### src/rtl/riscv_pkg.sv
// Shared definitions for the RISC-V iterative divider: widths, op encodings
// and the FSM state encoding.
package riscv_pkg;

    localparam int XLEN_DEFAULT  = 32;
    localparam int CNT_W_DEFAULT = 6;

    typedef enum logic [1:0] {
        OP_DIV  = 2'b00,
        OP_DIVU = 2'b01,
        OP_REM  = 2'b10,
        OP_REMU = 2'b11
    } div_op_e;

    typedef enum logic [1:0] {
        ST_IDLE = 2'b00,
        ST_CALC = 2'b01,
        ST_DONE = 2'b10
    } div_state_e;

    function automatic logic op_is_signed(input div_op_e op);
        return (op == OP_DIV) || (op == OP_REM);
    endfunction

    function automatic logic op_is_rem(input div_op_e op);
        return (op == OP_REM) || (op == OP_REMU);
    endfunction

endpackage

### src/rtl/divu_core.sv
// Unsigned radix-2 restoring divider core: one quotient bit per run cycle.
// quot_next/rem_next expose the result of the step being taken this cycle.
module divu_core #(
    parameter int XLEN  = 32,
    parameter int CNT_W = 6
) (
    input  logic            clk,
    input  logic            rst,
    input  logic            load,
    input  logic            run,
    input  logic [XLEN-1:0] dividend,
    input  logic [XLEN-1:0] divisor,
    output logic [XLEN-1:0] quot_next,
    output logic [XLEN-1:0] rem_next,
    output logic            last
);

    logic [XLEN-1:0]  quot_q;
    logic [XLEN-1:0]  rem_q;
    logic [XLEN-1:0]  dsr_q;
    logic [CNT_W-1:0] cnt_q;
    logic [XLEN:0]    rem_shift;
    logic [XLEN:0]    diff;
    logic             fits;

    // The shifted remainder needs one extra bit; a set top bit of diff means
    // the trial subtraction went negative and the remainder is restored.
    always_comb begin
        rem_shift = {rem_q, quot_q[XLEN-1]};
        diff      = rem_shift - {1'b0, dsr_q};
        fits      = ~diff[XLEN];
        rem_next  = fits ? diff[XLEN-1:0] : rem_shift[XLEN-1:0];
        quot_next = {quot_q[XLEN-2:0], fits};
        last      = run && (cnt_q == CNT_W'(XLEN - 1));
    end

    always_ff @(posedge clk or posedge rst) begin
        if (rst) begin
            quot_q <= '0;
            rem_q  <= '0;
            dsr_q  <= '0;
            cnt_q  <= '0;
        end else if (load) begin
            quot_q <= dividend;
            rem_q  <= '0;
            dsr_q  <= divisor;
            cnt_q  <= '0;
        end else if (run) begin
            quot_q <= quot_next;
            rem_q  <= rem_next;
            cnt_q  <= cnt_q + CNT_W'(1);
        end
    end

endmodule

### src/rtl/riscv_divider.sv
// RV32M divide/remainder unit: sign handling, special cases and the
// stall/done handshake around the unsigned iterative core.
module riscv_divider
    import riscv_pkg::*;
#(
    parameter int XLEN  = XLEN_DEFAULT,
    parameter int CNT_W = CNT_W_DEFAULT
) (
    input  logic            clk,
    input  logic            rst,
    input  logic            in_start,
    input  logic            in_flush,
    input  logic [1:0]      in_op,
    input  logic [XLEN-1:0] in_rs1_data,
    input  logic [XLEN-1:0] in_rs2_data,
    input  logic [4:0]      in_rd,
    output logic            out_busy,
    output logic            out_stall_req,
    output logic            out_done,
    output logic [XLEN-1:0] out_result,
    output logic [4:0]      out_rd
);

    localparam logic [XLEN-1:0] INT_MIN = {1'b1, {(XLEN-1){1'b0}}};

    div_state_e      state;
    div_op_e         op_q;
    logic [4:0]      rd_q;
    logic            q_neg_q;
    logic            r_neg_q;

    div_op_e         start_op;
    logic            start_signed;
    logic            neg_a;
    logic            neg_b;
    logic            div_zero;
    logic            overflow;
    logic            start_ok;
    logic            core_load;
    logic            core_run;
    logic            core_last;
    logic [XLEN-1:0] mag_a;
    logic [XLEN-1:0] mag_b;
    logic [XLEN-1:0] special_result;
    logic [XLEN-1:0] core_quot;
    logic [XLEN-1:0] core_rem;
    logic [XLEN-1:0] quot_fix;
    logic [XLEN-1:0] rem_fix;
    logic [XLEN-1:0] final_result;

    // Special cases are resolved on the start edge and bypass the core.
    always_comb begin
        start_op       = div_op_e'(in_op);
        start_signed   = op_is_signed(start_op);
        neg_a          = start_signed & in_rs1_data[XLEN-1];
        neg_b          = start_signed & in_rs2_data[XLEN-1];
        mag_a          = neg_a ? -in_rs1_data : in_rs1_data;
        mag_b          = neg_b ? -in_rs2_data : in_rs2_data;
        div_zero       = (in_rs2_data == '0);
        overflow       = start_signed && (in_rs1_data == INT_MIN) && (in_rs2_data == '1);
        if (div_zero) begin
            special_result = op_is_rem(start_op) ? in_rs1_data : '1;
        end else begin
            special_result = op_is_rem(start_op) ? '0 : INT_MIN;
        end
        start_ok       = (state == ST_IDLE) && in_start && !in_flush;
        core_load      = start_ok && !div_zero && !overflow;
        core_run       = (state == ST_CALC) && !in_flush;
        quot_fix       = q_neg_q ? -core_quot : core_quot;
        rem_fix        = r_neg_q ? -core_rem : core_rem;
        final_result   = op_is_rem(op_q) ? rem_fix : quot_fix;
    end

    divu_core #(
        .XLEN  (XLEN),
        .CNT_W (CNT_W)
    ) u_core (
        .clk       (clk),
        .rst       (rst),
        .load      (core_load),
        .run       (core_run),
        .dividend  (mag_a),
        .divisor   (mag_b),
        .quot_next (core_quot),
        .rem_next  (core_rem),
        .last      (core_last)
    );

    assign out_busy      = (state != ST_IDLE);
    assign out_stall_req = !rst && (start_ok || (state == ST_CALC));

    // out_done and the result register are set on the edge entering DONE,
    // so the corrected value is already visible during the DONE cycle.
    always_ff @(posedge clk or posedge rst) begin
        if (rst) begin
            state      <= ST_IDLE;
            op_q       <= OP_DIV;
            rd_q       <= '0;
            q_neg_q    <= 1'b0;
            r_neg_q    <= 1'b0;
            out_result <= '0;
            out_rd     <= '0;
            out_done   <= 1'b0;
        end else begin
            out_done <= 1'b0;
            if (in_flush) begin
                state <= ST_IDLE;
            end else begin
                case (state)
                    ST_IDLE: begin
                        if (in_start) begin
                            op_q    <= start_op;
                            rd_q    <= in_rd;
                            q_neg_q <= neg_a ^ neg_b;
                            r_neg_q <= neg_a;
                            if (div_zero || overflow) begin
                                out_result <= special_result;
                                out_rd     <= in_rd;
                                out_done   <= 1'b1;
                                state      <= ST_DONE;
                            end else begin
                                state <= ST_CALC;
                            end
                        end
                    end
                    ST_CALC: begin
                        if (core_last) begin
                            out_result <= final_result;
                            out_rd     <= rd_q;
                            out_done   <= 1'b1;
                            state      <= ST_DONE;
                        end
                    end
                    ST_DONE: state <= ST_IDLE;
                    default: state <= ST_IDLE;
                endcase
            end
        end
    end

endmodule

### config.mk
export PLATFORM = sky130hd
export DESIGN_NAME = riscv_divider
export DESIGN_NICKNAME = d
export VERILOG_FILES = /design/src/rtl/riscv_pkg.sv /design/src/rtl/divu_core.sv /design/src/rtl/riscv_divider.sv
export SDC_FILE = /design/constraint.sdc
export NUM_CORES = 1
export LEC_CHECK = 0
export ABC_CLOCK_PERIOD_IN_PS = 8400
export BUFFER_PORTS_ARGS = -buffer_cell sky130_fd_sc_hd__buf_4
export CORE_MARGIN = 4
export CORE_UTILIZATION = 45
export DETAILED_ROUTE_END_ITERATION = 6
export PLACE_DENSITY = 0.7
export SLEW_MARGIN = 20
export SYNTH_ARGS = -nofsm -noshare
export SYNTH_HDL_FRONTEND = slang
export SYNTH_SLANG_ARGS = --single-unit
### constraint.sdc
create_clock -name clk -period 8.4 [get_ports clk]
set_clock_uncertainty 0.2 [all_clocks]
set_input_delay 1.68 -clock clk [delete_from_list [all_inputs] [get_ports clk]]
set_output_delay 1.68 -clock clk [all_outputs]
set_load 0.01 [all_outputs]
==> run metrics <==
Max-slew headroom 32.3%; hold_ws 283 ps; area grow syn2layout 13.4%; Synthesis Warnings 0; initial core utilization 46.2%; max_cap viols 0; peak supply drop 0.139 mV; simple-gate share of the synthesized area 21.8%; Synth Flop Type dfrtp_1; Hold WC Path Type reg2reg; CTS tree yes; post-synthesis xor/xnor area fraction 9.52%; initial antenna violation count 0; Comb pwr share 33.7%; Reg clk slew, reported paths 70 ps; Mapped Cells 1551; CP dominant cell by count inv_1; main combinational cell family by area after synthesis compound AO/OA/AOI/OAI gates; Clk network pwr share 29.8%; DRC errors left 0; Via density 6.27; I/O Pins 115; CP delay by family, top simple AND/OR/NAND/NOR gates; sw frac 39.8%; crit path kind reg2reg; die area 29700 um^2; endpoint type of the worst setup path flop; htree depth 4; placed inst area 13200 um^2; syn_area_per_cell 7.83 um^2; slew of the pin with the lowest slew margin 1010 ps; post-DP HPWL 28400 um; register area share after synthesis 30.9%; WP buf/inv 3; # diodes 0; Slowest Stage Delay on Critical Path 570 ps; Core ar. 26300 um^2; DR pass1 iterations 5; FF+latch area 3750 um^2; post-synthesis mux area share 2.25%; Post-Layout Inst Area 13800 um^2; vias in the first global route 11666; total clock buffers created by CTS 17; clock sinks 150; Post-synth EDFFs 0; Fin. Hold Viols 0; via count 12260; area share of fa/ha/maj cells after synthesis 4.08%; Die Height 172 um; remaining antenna violation count 0; Post-CTS Setup Bufs 0; area of the multi-input gates 7790 um^2; first-pass GRT wire length 61500 um; mapped cell area 12100 um^2; CP max FO 11; GP Congestion 0.958; Post-CTS Resized 0; nets 1720; critical path cell sequence inv_1 > ha_1 > inv_1 > fa_1 > a21o_1 > a221o_1 > o22ai_2 > a211oi_1 > o211a_1 > inv_1 > ha_1 > or3b_2 > or4_1 > or3b_2 > or3_1 > o21ai_0 > nand2_1 > nand2_1 > xor2_1 > o21ai_0 > a211oi_1 > nor2_1; maximum achievable frequency 0.155 GHz; Port Buffer Count 114; final WL 38900 um; register bit total from synthesis 150; share of cells above drive strength 1 11.7%; Critical Path Source Type flop; crit share post-route 76.6%; Critical Path AT 6560 ps; Flop pwr share 36.4%; Synth cell types 72; row cnt 59; final number of max-transition violations 0; syn_nets 1665; Fillers 2532; setup TNS 0 ps; Post-synth ARST share 100%; Psw 1.03 mW; initial DRC count 1267; largest net degree at the start of global routing 88; DIE WIDTH 172 um; GR Overflow Total 0; Longest Clk Path Bufs 2; All-Layer GR Usage 25.9%; root buffer selected by CTS clkbuf_16; wire per inst 19.9 um; CP max stage cell or3b_2; Hold Buf Count CTS 0; Cell Pwr Density 187 nW/um^2; cell internal pwr 1.55 mW; leak pwr 5.69 nW; unrepaired setup endpoints after global routing no; Worst-Skew Late Latency 440 ps; fin crit period 6430 ps; Required @ worst endpoint 8520 ps; final setup vio count 0; Synth Area in Compound Gates 26.3%; status finished clean
==> power by group through the flow <==
| stage | Clock, mW | Combinational (mW) | Sequential [mW] |
|---|---|---|---|
| 3_5_place_dp | 0 | 0.853 | 0.948 |
| 6_report | 0.769 | 0.870 | 0.940 |
| 2_1_floorplan | 0 | 0.627 | 0.907 |
| 5_1_grt | 0.806 | 0.963 | 0.953 |
| 3_3_place_gp | 0 | 0.840 | 0.946 |
| 4_1_cts | 0.774 | 0.859 | 0.936 |
==> metal layers <==
metal / up-vias / global-route usage, % / part of all wire [%]
met5: - / 0 / 0
met4: 0 / 10.2 / 3.7
met3: 92 / 3.86 / 6.7
met2: 489 / 42.0 / 47
met1: 5896 / 34.9 / 42
li1: 5783 / - / -
==> cell usage after synthesis, types with 4 or more instances <==
cell type | count | area share [%]
a2111oi_0 | 11 | 0.79
a211o_1 | 5 | 0.36
a211oi_1 | 16 | 0.99
a21boi_0 | 4 | 0.25
a21o_1 | 11 | 0.68
a21oi_1 | 81 | 3.3
a221o_1 | 25 | 2.1
a221oi_1 | 4 | 0.29
a22oi_1 | 10 | 0.62
a31oi_1 | 34 | 1.8
a41oi_1 | 6 | 0.43
and2_1 | 7 | 0.36
and3_1 | 10 | 0.52
and4_1 | 7 | 0.51
buf_1 | 10 | 0.31
buf_2 | 12 | 0.49
clkbuf_1 | 69 | 2.1
dfrtp_1 | 150 | 31
ha_1 | 38 | 3.9
inv_1 | 68 | 2.1
mux2i_1 | 25 | 2.1
nand2_1 | 167 | 5.2
nand2b_1 | 19 | 0.98
nand3_1 | 51 | 2.1
nand3b_1 | 5 | 0.31
nand4_1 | 24 | 1.2
nor2_1 | 148 | 4.6
nor2b_1 | 9 | 0.46
nor3_1 | 38 | 1.6
nor4_1 | 16 | 0.82
o2111ai_1 | 9 | 0.65
o211ai_1 | 15 | 0.93
o21a_1 | 12 | 0.74
o21ai_0 | 175 | 7.2
o22ai_1 | 5 | 0.26
o31ai_1 | 23 | 1.4
o41ai_1 | 14 | 1.0
or2_2 | 7 | 0.36
or3_1 | 15 | 0.77
or4_1 | 16 | 0.99
xnor2_1 | 60 | 4.3
xor2_1 | 72 | 5.2
==> final timing paths <==
path                                    from           endpoint  slack (ps)  cells past startpoint
min in group asynchronous                rst          out_rd[0]        1220                      2
setup / recovery           u_core.quot_q[31]     out_result[28]        1970                     22
max in group asynchronous                rst  u_core.quot_q[19]        5340                      3
hold reg to reg                      rd_q[4]            rd_q[4]         280                      2
setup reg to reg           u_core.quot_q[31]     out_result[28]        1970                     22
hold / removal                       rd_q[4]            rd_q[4]         280                      2
==> cell type report <==
cell class                 instances  share of cell area [%]
sequential                       150                    27.3
inverter                          68                    1.89
multi-input combinational       1241                    56.6
timing repair buffer             128                    6.98
clock buffer                      17                    3.09
clock inverter                    15                    1.13
tap                              335                    3.04
==> cell families after synthesis <==
group | count (synthesis)
adder cells (fa/ha/maj) | 39
flip-flops | 150
AO/OA/AOI/OAI | 490
AND/OR/NAND/NOR | 553
multiplexers | 27
buffers and inverters | 160
XOR/XNOR | 132
==> worst reg2reg max path, delay by kind of cell (launching register included) <==
family,cells,cell delay (ps)
AND/OR/NAND/NOR,7,2250
AO/OA/AOI/OAI,8,1980
buffers and inverters,3,480
XOR/XNOR,1,160
adder cells (fa/ha/maj),3,830
flip-flops,1,430
==> metrics by stage <==
step / setup WS [ps] / total power [mW] / std cells / utilization, %
after floorplan: 2230 / 1.53 / 1551 / -
after global placement: 2120 / 1.79 / 1922 / 50.1
final: 1970 / 2.58 / 1954 / 52.4
after detailed placement: 1880 / 1.80 / 1922 / 50.1
after CTS: 2080 / 2.57 / 1954 / 52.4
after global routing: 1600 / 2.72 / 1954 / 52.4
==> state kept, by name, indices dropped and copies added (netlist names) <==
register and count:
out_rd 5, out_result 32, u_core.cnt_q 6, u_core.rem_q 32, out_done 1, q_neg_q 1, op_q 1, state 2
r_neg_q 1, u_core.dsr_q 32, u_core.quot_q 32, rd_q 5
==> placed cells by master, fill, tap and decap left out, types with 11 or more instances in the layout <==
cell type  count
ha_1          38
a31oi_1       34
nand2b_1      18
a2111oi_0     11
a21o_1        11
or3_1         15
a21oi_1       81
xor2_1        72
a221o_1       25
a211oi_1      16
inv_1         67
o21ai_0      175
buf_4        128
nor3_1        37
o211ai_1      15
clkbuf_16     17
mux2i_1       25
nor4_1        16
nand2_1      166
nand3_1       51
or4_1         16
xnor2_1       60
o31ai_1       23
o41ai_1       14
nand4_1       24
o21a_1        12
dfrtp_1      150
nor2_1       146
Note: power is estimated with default switching activity, not from simulation.
